`src/rtl/seq_multiplier.sv`:
```
`default_nettype none
// ============================================================================
// Module      : seq_multiplier
// Description : Radix-2 sequential shift-add multiplier, WIDTH cycles per op,
//               valid/ready handshake on both operand and product sides.
//               Optional macro SEQ_MULTIPLIER_SIGNED_EN adds a signed_mode
//               input selecting two's-complement multiplication.
// Revision    : 1.0 - initial release
// ============================================================================
module seq_multiplier #(
    parameter int WIDTH = 8
) (
    input  logic                 clk,
    input  logic                 rst_n,
    input  logic                 in_valid,
    output logic                 in_ready,
    input  logic [WIDTH-1:0]     a,
    input  logic [WIDTH-1:0]     b,
`ifdef SEQ_MULTIPLIER_SIGNED_EN
    input  logic                 signed_mode,
`endif
    output logic                 out_valid,
    input  logic                 out_ready,
    output logic [2*WIDTH-1:0]   product,
    output logic                 busy
);

    localparam int c_PW    = 2 * WIDTH;
    localparam int c_CNT_W = (WIDTH > 2) ? $clog2(WIDTH) : 1;
    localparam logic [c_CNT_W-1:0] c_LAST = c_CNT_W'(WIDTH - 1);

    typedef enum logic [1:0] {
        S_IDLE = 2'd0,
        S_RUN  = 2'd1,
        S_DONE = 2'd2
    } state_t;

    state_t              r_state;
    logic [c_PW-1:0]     r_a;        // multiplicand, pre-extended to product width
    logic [WIDTH-1:0]    r_b;
    logic [c_PW-1:0]     r_acc;
    logic [c_CNT_W-1:0]  r_cnt;
    logic [c_PW-1:0]     r_product;
    logic                r_out_valid;
    logic                r_busy;
`ifdef SEQ_MULTIPLIER_SIGNED_EN
    logic                r_signed;
`endif

    logic                w_accept;
    logic [c_PW-1:0]     w_a_ext;
    logic [c_PW-1:0]     w_term;
    logic [c_PW-1:0]     w_acc_next;

    // A finished product can be consumed and a new operand pair taken on the same edge
    assign in_ready = (r_state == S_IDLE) || ((r_state == S_DONE) && out_ready);
    assign w_accept = in_valid && in_ready;

`ifdef SEQ_MULTIPLIER_SIGNED_EN
    assign w_a_ext = {{WIDTH{signed_mode & a[WIDTH-1]}}, a};
`else
    assign w_a_ext = {{WIDTH{1'b0}}, a};
`endif

    // One shift-add step; in signed mode the MSB of b carries negative weight
    always_comb begin
        w_term     = r_b[r_cnt] ? (r_a << r_cnt) : '0;
        w_acc_next = r_acc + w_term;
`ifdef SEQ_MULTIPLIER_SIGNED_EN
        if (r_signed && (r_cnt == c_LAST)) begin
            w_acc_next = r_acc - w_term;
        end
`endif
    end

    // Control FSM, datapath and registered outputs
    always_ff @(posedge clk or negedge rst_n) begin
        if (!rst_n) begin
            r_state     <= S_IDLE;
            r_a         <= '0;
            r_b         <= '0;
            r_acc       <= '0;
            r_cnt       <= '0;
            r_product   <= '0;
            r_out_valid <= 1'b0;
            r_busy      <= 1'b0;
`ifdef SEQ_MULTIPLIER_SIGNED_EN
            r_signed    <= 1'b0;
`endif
        end else begin
            case (r_state)
                S_IDLE: begin
                    r_state <= S_IDLE;
                end
                S_RUN: begin
                    r_acc <= w_acc_next;
                    r_cnt <= r_cnt + c_CNT_W'(1);
                    if (r_cnt == c_LAST) begin
                        r_state     <= S_DONE;
                        r_product   <= w_acc_next;
                        r_out_valid <= 1'b1;
                        r_busy      <= 1'b0;
                    end
                end
                S_DONE: begin
                    if (out_ready) begin
                        r_state     <= S_IDLE;
                        r_product   <= '0;
                        r_out_valid <= 1'b0;
                    end
                end
                default: begin
                    r_state     <= S_IDLE;
                    r_out_valid <= 1'b0;
                    r_product   <= '0;
                    r_busy      <= 1'b0;
                end
            endcase

            // Acceptance overrides the state chosen above (IDLE or DONE->RUN)
            if (w_accept) begin
                r_state <= S_RUN;
                r_a     <= w_a_ext;
                r_b     <= b;
                r_acc   <= '0;
                r_cnt   <= '0;
                r_busy  <= 1'b1;
`ifdef SEQ_MULTIPLIER_SIGNED_EN
                r_signed <= signed_mode;
`endif
            end
        end
    end

    assign out_valid = r_out_valid;
    assign product   = r_product;
    assign busy      = r_busy;

endmodule
`default_nettype wire

```
`config.mk`:
```
export PLATFORM = sky130hd
export DESIGN_NAME = seq_multiplier
export DESIGN_NICKNAME = d
export VERILOG_FILES = /design/src/rtl/seq_multiplier.sv
export SDC_FILE = /design/constraint.sdc
export NUM_CORES = 1
export LEC_CHECK = 0
export CORE_MARGIN = 1.5
export CORE_UTILIZATION = 44
export CTS_CLUSTER_DIAMETER = 100
export DETAILED_ROUTE_END_ITERATION = 7
export PLACE_DENSITY = 0.65
export SYNTH_ARGS = -nofsm -noshare
export SYNTH_HDL_FRONTEND = slang
export SYNTH_SLANG_ARGS = --single-unit
export TNS_END_PERCENT = 50
```
`constraint.sdc`:
```
create_clock -name clk -period 4.5 [get_ports clk]
set_input_delay 1.35 -clock clk [delete_from_list [all_inputs] [get_ports clk]]
set_output_delay 1.35 -clock clk [all_outputs]
set_load 0.02 [all_outputs]
```
==> flow_metrics.tcl <==
set metrics [dict create \
    status "complete, no violations" \
    skew_ns 0.004679 \
    clock-root-buffer "clkbuf_8" \
    post-cts-setup-buffers 0 \
    crit_top_cell "clkdlybuf4s50_1" \
    wl_per_cell_microns 14.04 \
    required_ns 3.15 \
    layout_commonest_cell "dfrtp_1" \
    layout_common_cells "dfrtp_1 (55), nand2_1 (43), clkdlybuf4s50_1 (37)" \
    firstDrtPassIters 4 \
    vdd_drop_max_uv 281.0 \
    vias 2505 \
    ys_warn_count 0 \
    drt_wl_total_microns 6572 \
    worst_slew_pin_slew_ns 0.9543 \
    fillers 707 \
    slowest_stage "clkdlybuf4s50_1" \
    postLayoutCoreUtil 0.5241 \
    syn_inst 334 \
    arrival_ns 2.81 \
    drt_first_iter_violations 115 \
    grt_max_degree 42 \
    cp_cell_sequence "clkdlybuf4s50_1 > nand2b_1 > nor2b_1 > clkdlybuf4s50_1" \
    p_leak_nw 1.651 \
    fin_ws_ns 0.3361 \
    p_per_area_mw_per_mm2 751.2 \
    critPathMaxFanout 4 \
    synth_edf_count 0 \
    drc 0 \
    comb_power_share 0.601 \
    min_period_ns 4.164 \
    period_share 0.9253 \
    via_per_inst 5.353 \
    clk_latency_ns 0.30 \
    seq_area_frac_synth 0.4234 \
    synth_fp_nets 372 \
    grt_pass1_vias 2236 \
    worst-path-buf-inv 2 \
    ys.flop_type "dfrtp_1" \
    rrSetupSlack_ns 0.97 \
    worstSetupPathType "in2out" \
    antenna_found_initial 0 \
    drive_above_1_share 0.1274 \
    clockBufferDepth 2 \
    p_seq_frac 0.305 \
    clkPwrFrac 0.094 \
    gr-total-overflow 0 \
    cts_tree "yes" \
    fp.dieH_microns 88.95 \
    die_w_microns 88.95 \
    io_pins 39 \
    maxCapViolCount 0 \
    cts_inserted_buffers 5 \
    avgSynthCellArea_sq_um 9.732 \
    cts_sinks 55 \
    synth-seq-cells 55 \
    antenna_left 0 \
    startpoint_type "input pin" \
    power.internal_mw 1.564 \
    synthArstFlopShare 1.000 \
    diodes 0 \
    hpwl_microns 4973 \
    hold_slack_ns 0.4823 \
    rows 31 \
    p_sw_frac 0.4493 \
    grt_pass1_wl_microns 11030 \
    start_util 0.4506 \
    pre_cts_ws_ns 0.3523 \
    worst_setup_path_end_kind "primary output" \
    grt.total_usage 0.1804 \
    io_buffers 38 \
    cts.clk_slew.worst_paths_ns 0.10 \
    fin_setup_tns_ns 0 \
    area_delta_synth_final_pct 16.32 \
    rsz0062_at_grt "false" \
    syn-cell-area_sq_mm 0.003251 \
    core_region_area_sq_mm 0.007214 \
    hold_path_class "reg2reg" \
    fmax_ghz 0.2402 \
    setup_violations 0 \
    cts.htree.levels 2 \
    placed_area_sq_mm 0.003700 \
    final_area_sq_mm 0.003781 \
    nets 406 \
    slew_headroom 0.3638 \
    switching_power_mw 1.276 \
    hold_buffers 0 \
    die_area_sq_mm 0.007912 \
    hold_viol_final 0 \
    ys_types 48 \
    place_congestion 0.9309 \
    crit_family "buffers and inverters" \
    cts_resized 0 \
    slew_violations 0 \
    critPathMaxStageDelay_ns 0.62 \
]
-- registers in the layout, indices dropped and copies added (netlist names) --
signal / flops
product: 16
r_acc: 16
r_a: 8
r_b: 8
r_cnt: 3
r_state: 2
busy: 1
out_valid: 1
-- per-layer routing --
| metal | wire, microns | vias to the layer above | global-route usage |
|---|---|---|---|
| met5 | 0 | - | 0 |
| met4 | 61 | 0 | 0.03916 |
| met3 | 297 | 7 | 0.03786 |
| met2 | 2941 | 52 | 0.2748 |
| met1 | 3272 | 1186 | 0.2664 |
| li1 | - | 1260 | - |
-- area by class of cell --
type                       instances  area [sq um]  share of cell area
clock buffer                       7         76.32             0.02019
clock inverter                     1         5.005            0.001324
timing repair buffer              45         427.9              0.1132
inverter                           3         11.26            0.002978
multi-input combinational        258          1760              0.4656
tap                               99         123.9             0.03276
sequential                        55          1376              0.3640
-- cell families after synthesis --
logic type / Yosys count / synth area share
AND/OR/NAND/NOR: 106 / 0.1428
AO/OA/AOI/OAI: 92 / 0.1851
flip-flops: 55 / 0.4234
multiplexers: 32 / 0.1139
buffers and inverters: 21 / 0.03618
adder cells (fa/ha/maj): 18 / 0.07159
XOR/XNOR: 10 / 0.02694
-- worst register-to-register path: stages, from the launching register on --
cell      delay [ns]
dfrtp_1         0.76
mux4_2          0.42
nand2_1         0.17
and2_1          0.27
nor2_1          0.10
ha_1            0.37
a21oi_1         0.20
nor2_1          0.07
a211oi_1        0.35
o21ai_2         0.13
a31oi_2         0.20
xor2_1          0.23
o31ai_1         0.11
-- synth_stat cells, types with 2 or more instances --
cell / n / area [sq um]
nand3_1: 8 / 40.04
mux2i_1: 10 / 100.1
nand2b_1: 4 / 25.02
a22o_1: 4 / 35.03
a21o_1: 6 / 45.04
dfrtp_1: 55 / 1376
o21ai_0: 20 / 100.1
a21oi_1: 28 / 140.1
or3_1: 3 / 18.77
inv_1: 3 / 11.26
mux4_2: 2 / 45.04
nor2_1: 32 / 120.1
o31ai_1: 6 / 45.04
buf_2: 9 / 45.04
nor3_1: 5 / 25.02
o21ai_1: 6 / 30.03
o21a_1: 5 / 37.54
clkbuf_1: 4 / 15.01
nand2_1: 43 / 161.4
ha_1: 17 / 212.7
mux2_2: 20 / 225.2
and3_1: 2 / 12.51
xor2_1: 4 / 35.03
buf_6: 2 / 22.52
and2_1: 3 / 18.77
xnor2_1: 6 / 52.55
a211oi_1: 3 / 22.52
nor2b_1: 4 / 25.02
-- metrics by stage --
| stage | std cells | total power, mW |
|---|---|---|
| after floorplan | 334 | 2.162 |
| after global placement | 460 | 2.543 |
| after detailed placement | 460 | 2.588 |
| after CTS | 468 | 2.859 |
| after global routing | 468 | 3.110 |
| final | 468 | 2.840 |
-- path summary, 6_finish.rpt --
check	depth (start not counted)	from	to
worst max register to register	12	r_cnt[1]	product[14]
max in group asynchronous	2	rst_n	r_a[1]
worst max-delay path	4	out_ready	in_ready
worst min-delay path	2	product[2]	product[2]
min in group asynchronous	1	rst_n	product[3]
worst min register to register	2	product[2]	product[2]
-- power by group through the flow --
stage | Clock, mW | Sequential [mW] | Combinational, mW
after floorplan | 0 | 0.865 | 1.30
after global placement | 0 | 0.872 | 1.67
after detailed placement | 0 | 0.878 | 1.71
after CTS | 0.275 | 0.868 | 1.72
after global routing | 0.296 | 0.901 | 1.91
final | 0.267 | 0.866 | 1.71
No activity file was read; power rests on OpenSTA's default activity.
